File: src/rtl/sdram_port_arbiter.sv
// -----------------------------------------------------------------------------
// sdram_port_arbiter
//
// Shares the SDRAM controller's single command port between three users:
// video line fetch, the CPU bus and internal refresh. It owns the refresh
// interval timer and hands one transaction at a time to the controller.
//
// Arbitration (evaluated only in IDLE), highest priority first:
//   1. refresh debt at its ceiling (urgent refresh)
//   2. video, unless the CPU is waiting and video has already taken
//      VID_MAX grants in a row while the CPU was waiting
//   3. CPU
//   4. any outstanding refresh debt
//
// Transaction flow: IDLE -> ISSUE (ctl_req held until ctl_ack)
//                        -> BUSY (wait ctl_done) -> DONE (ack pulse) -> IDLE
//
// Ports
//   CLK, nRST            clock (rising edge), async active-low reset
//   vid_req/vid_addr     video burst request (level) and start address
//   vid_ack              1-cycle pulse when the video burst completes
//   cpu_req/we/addr/dqm  CPU request (level), direction, address, byte mask
//   cpu_ack              1-cycle pulse when the CPU transaction completes
//   ctl_req/op/addr/dqm  command to the controller
//                        (op: 00 read, 01 write, 10 video burst, 11 refresh)
//   ctl_ack              controller accepted the command
//   ctl_done             1-cycle pulse: accepted command has finished
//   ref_overrun          sticky: a refresh tick was lost at the debt ceiling
// -----------------------------------------------------------------------------
module sdram_port_arbiter #(
  parameter int ADDR_W         = 24,
  parameter int REFRESH_CYCLES = 390,
  parameter int MAX_DEBT       = 4,
  parameter int VID_MAX        = 4
) (
  input  logic              CLK,
  input  logic              nRST,
  input  logic              vid_req,
  input  logic [ADDR_W-1:0] vid_addr,
  output logic              vid_ack,
  input  logic              cpu_req,
  input  logic              cpu_we,
  input  logic [ADDR_W-1:0] cpu_addr,
  input  logic [1:0]        cpu_dqm,
  output logic              cpu_ack,
  output logic              ctl_req,
  output logic [1:0]        ctl_op,
  output logic [ADDR_W-1:0] ctl_addr,
  output logic [1:0]        ctl_dqm,
  input  logic              ctl_ack,
  input  logic              ctl_done,
  output logic              ref_overrun
);

  localparam int TIMER_W = (REFRESH_CYCLES > 1) ? $clog2(REFRESH_CYCLES) : 1;
  localparam int DEBT_W  = $clog2(MAX_DEBT + 1);
  localparam int RUN_W   = $clog2(VID_MAX + 1);

  localparam logic [TIMER_W-1:0] TIMER_LAST = TIMER_W'(REFRESH_CYCLES - 1);
  localparam logic [DEBT_W-1:0]  DEBT_CEIL  = DEBT_W'(MAX_DEBT);
  localparam logic [RUN_W-1:0]   RUN_CEIL   = RUN_W'(VID_MAX);

  typedef enum logic [1:0] {IDLE, ISSUE, BUSY, DONE} state_t;
  typedef enum logic [1:0] {
    OP_READ    = 2'b00,
    OP_WRITE   = 2'b01,
    OP_VIDEO   = 2'b10,
    OP_REFRESH = 2'b11
  } op_t;
  typedef enum logic [1:0] {G_NONE, G_VID, G_CPU, G_REF} grant_t;

  state_t             state_reg;
  grant_t             grant_reg;
  grant_t             win;
  logic [TIMER_W-1:0] timer_reg;
  logic [DEBT_W-1:0]  debt_reg;
  logic [RUN_W-1:0]   vid_run_reg;
  logic               tick;
  logic               ref_done;

  // ---------------------------------------------------------------------------
  // Refresh interval timer: free-running 0..REFRESH_CYCLES-1, tick on wrap.
  // ---------------------------------------------------------------------------
  assign tick = (timer_reg == TIMER_LAST);

  always_ff @(posedge CLK or negedge nRST) begin
    if (!nRST) begin
      timer_reg <= '0;
    end else if (tick) begin
      timer_reg <= '0;
    end else begin
      timer_reg <= timer_reg + 1'b1;
    end
  end

  // ---------------------------------------------------------------------------
  // Refresh debt. A tick coinciding with a refresh completion cancels out,
  // so that case is neither an increment, a decrement nor a lost tick.
  // ---------------------------------------------------------------------------
  assign ref_done = (state_reg == DONE) && (grant_reg == G_REF);

  always_ff @(posedge CLK or negedge nRST) begin
    if (!nRST) begin
      debt_reg    <= '0;
      ref_overrun <= 1'b0;
    end else if (tick && !ref_done) begin
      if (debt_reg == DEBT_CEIL) begin
        ref_overrun <= 1'b1;
      end else begin
        debt_reg <= debt_reg + 1'b1;
      end
    end else if (ref_done && !tick && (debt_reg != '0)) begin
      debt_reg <= debt_reg - 1'b1;
    end
  end

  // ---------------------------------------------------------------------------
  // Priority decision; only consumed while the FSM is in IDLE.
  // ---------------------------------------------------------------------------
  always_comb begin
    win = G_NONE;
    if (debt_reg == DEBT_CEIL) begin
      win = G_REF;
    end else if (vid_req && !(cpu_req && (vid_run_reg == RUN_CEIL))) begin
      win = G_VID;
    end else if (cpu_req) begin
      win = G_CPU;
    end else if (debt_reg != '0) begin
      win = G_REF;
    end
  end

  // ---------------------------------------------------------------------------
  // Transaction FSM with registered command and ack outputs. The command
  // fields are latched at grant time so requester changes afterwards are
  // invisible to the controller.
  // ---------------------------------------------------------------------------
  always_ff @(posedge CLK or negedge nRST) begin
    if (!nRST) begin
      state_reg   <= IDLE;
      grant_reg   <= G_NONE;
      vid_run_reg <= '0;
      ctl_req     <= 1'b0;
      ctl_op      <= OP_READ;
      ctl_addr    <= '0;
      ctl_dqm     <= 2'b00;
      vid_ack     <= 1'b0;
      cpu_ack     <= 1'b0;
    end else begin
      case (state_reg)
        IDLE: begin
          // The video run length only matters while the CPU is waiting.
          if (!cpu_req || (win == G_CPU)) begin
            vid_run_reg <= '0;
          end else if ((win == G_VID) && (vid_run_reg != RUN_CEIL)) begin
            vid_run_reg <= vid_run_reg + 1'b1;
          end

          if (win != G_NONE) begin
            grant_reg <= win;
            ctl_req   <= 1'b1;
            state_reg <= ISSUE;
            case (win)
              G_VID: begin
                ctl_op   <= OP_VIDEO;
                ctl_addr <= vid_addr;
                ctl_dqm  <= 2'b00;
              end
              G_CPU: begin
                ctl_op   <= cpu_we ? OP_WRITE : OP_READ;
                ctl_addr <= cpu_addr;
                ctl_dqm  <= cpu_we ? cpu_dqm : 2'b00;
              end
              default: begin
                ctl_op   <= OP_REFRESH;
                ctl_addr <= '0;
                ctl_dqm  <= 2'b00;
              end
            endcase
          end
        end

        ISSUE: begin
          // ctl_done here would be a controller protocol error: ignored.
          if (ctl_ack) begin
            ctl_req   <= 1'b0;
            state_reg <= BUSY;
          end
        end

        BUSY: begin
          if (ctl_done) begin
            vid_ack   <= (grant_reg == G_VID);
            cpu_ack   <= (grant_reg == G_CPU);
            state_reg <= DONE;
          end
        end

        default: begin
          // DONE: ack pulse is visible this cycle; no arbitration here.
          vid_ack   <= 1'b0;
          cpu_ack   <= 1'b0;
          state_reg <= IDLE;
        end
      endcase
    end
  end

endmodule
File: config.mk
export PLATFORM = sky130hd
export DESIGN_NAME = sdram_port_arbiter
export DESIGN_NICKNAME = d
export VERILOG_FILES = /design/src/rtl/sdram_port_arbiter.sv
export SDC_FILE = /design/constraint.sdc
export NUM_CORES = 1
export LEC_CHECK = 0
export BUFFER_PORTS_ARGS = -buffer_cell sky130_fd_sc_hd__buf_2
export CORE_ASPECT_RATIO = 0.6
export CORE_UTILIZATION = 30
export CTS_CLUSTER_DIAMETER = 150
export DETAILED_ROUTE_END_ITERATION = 6
export SLEW_MARGIN = 20
export SYNTH_ARGS = -nofsm -noshare
export SYNTH_HDL_FRONTEND = slang
export SYNTH_SLANG_ARGS = --single-unit
File: constraint.sdc
create_clock -name CLK -period 2.75 [get_ports CLK]
set_input_delay 0.1375 -clock CLK [delete_from_list [all_inputs] [get_ports CLK]]
set_output_delay 0.1375 -clock CLK [all_outputs]
set_load 0.01 [all_outputs]
==> flow_metrics.tcl, run 1 <==
set metrics [dict create \
    antenna_cells_inserted 0 \
    drt-initial-drc-count 146 \
    die_area_sq_um 9300 \
    numCtsBuffers 5 \
    n_fill_cell 879 \
    cts.repair.resized 0 \
    finClkSkew_ns 0.00349 \
    remaining_drc_errors 0 \
    max-clock-path-buffers 2 \
    yosys_warnings 0 \
    critical_path_arrival_ns 2.56 \
    synthSimpleGateAreaFrac_pct 15.9 \
    timing.final.hold_violations 0 \
    kind_of_cell_adding_the_most_delay_to_the_critical_path "simple AND/OR/NAND/NOR gates" \
    result_of_the_run "complete, no violations" \
    peakVddDrop_mv 0.400 \
    final_max_slew_viol_count 0 \
    routabilityCongestion 0.765 \
    grt_pass1_wl_um 9990 \
    largest_reg_flops 24 \
    synth_nets 337 \
    timing.final.crit_share_pct 85.3 \
    design.portCount 89 \
    timing.fmax_mhz 426 \
    timing.hold.worst.class "input pin to flop" \
    timing.setup.tns_ns 0 \
    wl_per_cell_um 13.5 \
    worst_setup_path_start_kind "flop" \
    power_density_nw_per_um2 932 \
    power_frac_comb_pct 42.6 \
    io_buffer_count 88 \
    worst_skew_pair.late_latency_ns 0.29 \
    seq_area_frac_synth_pct 47.8 \
    critPathRequiredTime_ns 2.96 \
    synth.distinct_cells 44 \
    overflow 0 \
    grt_pass1_vias 2055 \
    number_of_antenna_violations_at_the_first_check_in_global_routing 0 \
    grt_util_all_layers_pct 13.9 \
    combinational_family_with_the_most_area_after_synthesis "compound AO/OA/AOI/OAI gates" \
    fraction_of_synthesized_area_in_multiplexers_pct 1.17 \
    numClockSinks 51 \
    clock_tree_from_tritoncts "built" \
    grt_start_max_net_pins 58 \
    cap_viol_max_count 0 \
    firstDrtPassIters 4 \
    synth_cells 268 \
    total_leakage_power_nw 1.64 \
    core-area_sq_um 8590 \
    worstPathBufferInverterCount 1 \
    worst-path-max-fanout 4 \
    synth_compound_gate_area_share_pct 21.3 \
    die-height_um 75.1 \
    power_frac_seq_pct 34.5 \
    ctsRootBufferMaster "clkbuf_16" \
    std_cell_rows 26 \
    p_switching_w 0.00125 \
    layout_min_cycle_time_ns 2.35 \
    syn-cell-area_sq_um 2670 \
    slew-limit-headroom_pct 47.3 \
    vias_per_cell 4.82 \
    setup_viols_final 0 \
    synthesized_area_fraction_occupied_by_xor_and_xnor_cells_pct 3.28 \
    fin_hold_ws_ns 0.109 \
    swShare_pct 39.3 \
    die_width_um 124 \
    ctsHtreeMaxLevel 2 \
    end_kind "flop" \
    synth_area_per_cell_sq_um 9.97 \
    drive_gt1_share_pct 30.9 \
    post_layout_nets 421 \
    rsz0062_at_grt "no" \
    crit_slowest_cell "or4b_4" \
    drt.antenna.violating_nets 0 \
    layout-area-overhead-vs-synth_pct 27.1 \
    floorplan.initialDensity_pct 31.1 \
    ys_seq_elements 51 \
    vias 2241 \
    p_int_w 0.00192 \
    cp_slowest_stage_delay_ns 0.46 \
    clk_network_pwr_share_pct 22.9 \
    timing_worst_setup_path_type "flop to flop" \
    timing.critical_path.cells "inv_1, ha_1, or4b_4, nor2_1, nand2_1, fa_1, or3_1, o211ai_2" \
    max_slew.worst_pin.slew_ns 0.790 \
    hpwl_um 4490 \
    clk_pin_slew_ns 0.07 \
    finalWirelength_um 6290 \
    synthAdderAreaFrac_pct 5.90 \
]
## area by class of cell
class / instances / area [sq um] / area share [%]
clock buffers: 6 / 139 / 4.09
clock inverters: 2 / 35.0 / 1.03
inverters: 10 / 37.5 / 1.10
multi-input cells: 190 / 1270 / 37.3
flip-flops and latches: 51 / 1280 / 37.6
well taps: 112 / 140 / 4.13
repair buffers: 94 / 500 / 14.7
## stage by stage
step	worst slack, ns	total power (W)	area (sq um)	cells	utilization (%)
after floorplan	0.298	0.00206	2670	268	-
after detailed placement	0.411	0.00247	3210	456	37.4
final	0.405	0.00317	3400	465	39.6
after global placement	0.459	0.00241	3210	456	37.4
after global routing	0.235	0.00345	3400	465	39.6
after CTS	0.391	0.00321	3400	465	39.6
## kinds of logic after synthesis
logic type | count (synthesis)
compound gates | 76
xor+xnor | 10
fa+ha+maj | 12
buf+inv | 27
flops | 51
mux | 3
simple gates | 89
## placed cells by master, fill, tap and decap left out, types with 5 or more instances in the layout
| master | n |
|---|---|
| buf_2 | 88 |
| dfrtp_1 | 51 |
| nand2_1 | 42 |
| o31ai_1 | 25 |
| a22oi_1 | 24 |
| nor2_1 | 15 |
| ha_1 | 11 |
| nand3_1 | 10 |
| inv_1 | 10 |
| o21ai_0 | 7 |
| xnor2_1 | 7 |
| clkbuf_16 | 5 |
## final timing paths
check	from	end	slack (ns)	cells past startpoint
setup / recovery	timer_reg[1]	debt_reg[2]	0.40	8
hold / removal	cpu_dqm[1]	ctl_dqm[1]	0.11	3
setup reg to reg	timer_reg[1]	debt_reg[2]	0.40	8
hold reg to reg	ctl_addr[15]	ctl_addr[15]	0.47	2
max in group asynchronous	nRST	ctl_addr[18]	1.79	3
min in group asynchronous	nRST	timer_reg[3]	0.49	3
## power groups by stage
stage          clock network (W)  logic, W  registers (W)
6_report                0.000726   0.00135        0.00109
5_1_grt                 0.000785   0.00154        0.00112
3_5_place_dp                   0   0.00136        0.00111
4_1_cts                 0.000748   0.00136        0.00109
2_1_floorplan                  0  0.000938        0.00112
3_3_place_gp                   0   0.00132        0.00110
## per-layer routing
layer / global-route usage [%] / routed length, um / part of all wire (%) / vias up
met2: 20.2 / 2630 / 42 / 64
li1: - / - / - / 1133
met1: 20.7 / 3220 / 51 / 1040
met5: 0 / 0 / 0 / -
met3: 3.11 / 397 / 6.3 / 4
met4: 3.88 / 44 / 0.70 / 0
## worst register-to-register path: stages, from the launching register on
cell,delay [ns]
dfrtp_1,0.41
inv_1,0.07
ha_1,0.12
or4b_4,0.46
nor2_1,0.14
nand2_1,0.11
fa_1,0.44
or3_1,0.40
o211ai_2,0.13
## synthesized netlist by cell type (all sizes together)
cell / number / share of area, %
dfrtp: 51 / 48
nand2: 42 / 5.9
o31ai: 26 / 7.8
a22oi: 24 / 6.7
nor2: 15 / 2.1
ha: 11 / 5.1
o21ai: 11 / 2.1
inv: 10 / 1.4
nand3: 10 / 1.9
buf: 9 / 2.2
clkbuf: 8 / 1.1
xnor2: 7 / 2.3
nand2b: 4 / 0.94
a21oi: 3 / 0.56
and3: 3 / 0.80
nand4b: 3 / 0.98
nor2b: 3 / 0.70
o211ai: 3 / 1.2
or3: 3 / 0.89
xor2: 3 / 0.98
a22o: 2 / 0.66
mux2i: 2 / 0.75
nor3: 2 / 0.37
a21boi: 1 / 0.28
a21o: 1 / 0.28
a31oi: 1 / 0.23
a32o: 1 / 0.37
fa: 1 / 0.75
mux2: 1 / 0.42
nand3b: 1 / 0.28
nand4: 1 / 0.23
o2111a: 1 / 0.42
o21bai: 1 / 0.28
o2bb2ai: 1 / 0.33
or4: 1 / 0.28
or4b: 1 / 0.51
## what timing repair did
action / 4_1_cts / 5_1_grt
hold buffers: 1 / 0
setup endpoints to repair: 0 / 0
endpoints found under the hold margin: 2 / 0
buffers inserted: 0 / 0
No activity file was read; power rests on OpenSTA's default activity.
==> run 2, diff against run 1 <==
CORE_ASPECT_RATIO = 1.4   (was 0.6)
==> run 2 against run 1 <==
  * Critical path depth did not move
  * Fmax fell by 0.12%
  * Register-to-register slack barely moved
  * Worst setup slack got worse by 0.0028 ns
  * First-iteration DRC count fell by 4.8%
  * Core utilization fell by 0.57 points
  * Power fell by 4.6%
  * Global-route usage fell by 0.66 points
==> flow_metrics.tcl, run 2 (synthesized netlist as in run 1, its figures left out) <==
set metrics [dict create \
    wl_per_cell_um 13.1 \
    std_cell_rows 40 \
    ff2ff_path_depth 8 \
    ctsHtreeMaxLevel 2 \
    io_buffer_count 88 \
    n_fill_cell 881 \
    vias 2264 \
    largest_reg_flops 24 \
    post_layout_nonfiller_instances 458 \
    dp.cells 449 \
    cp_startpoint "timer_reg[1]" \
    layout-area-overhead-vs-synth_pct 25.6 \
    critical_path.reg2reg.endpoint "debt_reg[2]" \
    clk_pin_slew_ns 0.06 \
    final_common_cell "buf_2" \
    cap_viol_max_count 0 \
    design.portCount 89 \
    power_density_nw_per_um2 900 \
    numCtsBuffers 5 \
    timing.hold.worst.class "input pin to flop" \
    clock_tree_from_tritoncts "built" \
    ff2ff_setup_slack_ns 0.40 \
    floorplan.initialDensity_pct 31.0 \
    routabilityCongestion 0.729 \
    place_area_sq_um 3200 \
    final_cell_area_sq_um 3360 \
    drt-initial-drc-count 139 \
    grt_util_all_layers_pct 13.3 \
    die-height_um 114 \
    ff_latch_area_sq_um 1280 \
    final_cell_mix "88 x buf_2, 51 x dfrtp_1, 42 x nand2_1" \
    fin_util_pct 39.0 \
    slew-limit-headroom_pct 50.1 \
    worst-path-max-fanout 4 \
    core-area_sq_um 8610 \
    cp-endpoint "debt_reg[2]" \
    drt.antenna.violating_nets 0 \
    final_max_slew_viol_count 0 \
    worst_skew_pair.late_latency_ns 0.29 \
    finClkSkew_ns 0.00600 \
    remaining_drc_errors 0 \
    max-clock-path-buffers 2 \
    critPathRequiredTime_ns 2.96 \
    vias_per_cell 4.94 \
    critical_path_arrival_ns 2.56 \
    fin_hold_ws_ns 0.112 \
    rsz0062_at_grt "no" \
    drive_gt1_share_pct 30.6 \
    timing.setup.tns_ns 0 \
    layout_min_cycle_time_ns 2.35 \
    multiInputGateArea_sq_um 1270 \
    launch_instance_of_the_worst_min_delay_path "cpu_dqm[0]" \
    worstReg2RegStart "timer_reg[1]" \
    end_kind "flop" \
    antenna_cells_inserted 0 \
    grt_pass1_wl_um 9720 \
    overflow 0 \
    finalWirelength_um 5990 \
    post_layout_nets 421 \
    ctsRootBufferMaster "clkbuf_16" \
    result_of_the_run "complete, no violations" \
    timing.final.crit_share_pct 85.4 \
    max_slew.worst_pin.slew_ns 0.748 \
    peakVddDrop_mv 0.438 \
    worst_setup_path_start_kind "flop" \
    grt_pass1_vias 2191 \
    firstDrtPassIters 4 \
    die_area_sq_um 9300 \
    number_of_antenna_violations_at_the_first_check_in_global_routing 0 \
    timing_worst_setup_path_type "flop to flop" \
    timing.final.hold_violations 0 \
    hpwl_um 4390 \
    cts.repair.resized 0 \
    die_width_um 81.8 \
    setup_viols_final 0 \
    timing.fmax_mhz 426 \
    grt_start_max_net_pins 58 \
    numClockSinks 51 \
    total_leakage_power_nw 1.62 \
]
run 2: changes by cell type in the layout (fill, tap and decap cells not counted):
cell        change
bufinv_16       -1
clkbuf_1        +1
clkbuf_8        -1
clkinvlp_4      +1
run 2: cell type report:
cell class	count	area share (%)
sequential	51	38.0
multi-input combinational	190	37.8
timing repair buffer	94	14.9
tap	105	3.91
clock buffer	6	3.84
inverter	10	1.12
clock inverter	2	0.373
run 2: worst max-delay path, stage by stage (launching register included):
cell and delay (ns):
dfrtp_1 0.41, inv_1 0.06, ha_1 0.12, or4b_4 0.46, nor2_1 0.13, nand2_1 0.11, fa_1 0.44, or3_1 0.40
o211ai_2 0.14
run 2: timing repair:
| item | CTS | global route |
|---|---|---|
| hold buffers | 1 | 0 |
| setup buffers | 0 | 0 |
| endpoints found under the hold margin | 24 | 0 |
run 2: worst min path at each step:
| stage | endpoint | cells past startpoint | slack (ns) |
|---|---|---|---|
| 3_5_place_dp | state_reg[1] | 1 | 0.19 |
| 6_report | ctl_dqm[0] | 3 | 0.11 |
| 3_3_place_gp | state_reg[1] | 1 | 0.18 |
| 2_1_floorplan | cpu_ack | 0 | -0.16 |
| 4_1_cts | ctl_dqm[0] | 3 | 0.11 |
| 5_1_grt | ctl_dqm[1] | 3 | 0.12 |
run 2: per-layer routing:
metal / vias up / share of wire (%) / global-route usage, %
met5: - / 0 / 0
met4: 0 / 1.3 / 5.15
met3: 8 / 5.4 / 2.16
met2: 63 / 51 / 24.6
met1: 1062 / 43 / 14.5
li1: 1131 / - / -
run 2: stage by stage:
stage	setup WS, ns	power (W)
after global routing	0.271	0.00327
final	0.402	0.00302
after CTS	0.393	0.00308
after floorplan	0.298	0.00206
after detailed placement	0.405	0.00245
after global placement	0.467	0.00241
run 2: power breakdown:
part | switching (W) | internal [W] | total [W] | leakage [nW]
clock | 0.000267 | 0.000336 | 0.000603 | 0.0669
sequential | 0.000153 | 0.000935 | 0.00109 | 0.661
combinational | 0.000794 | 0.000534 | 0.00133 | 0.895
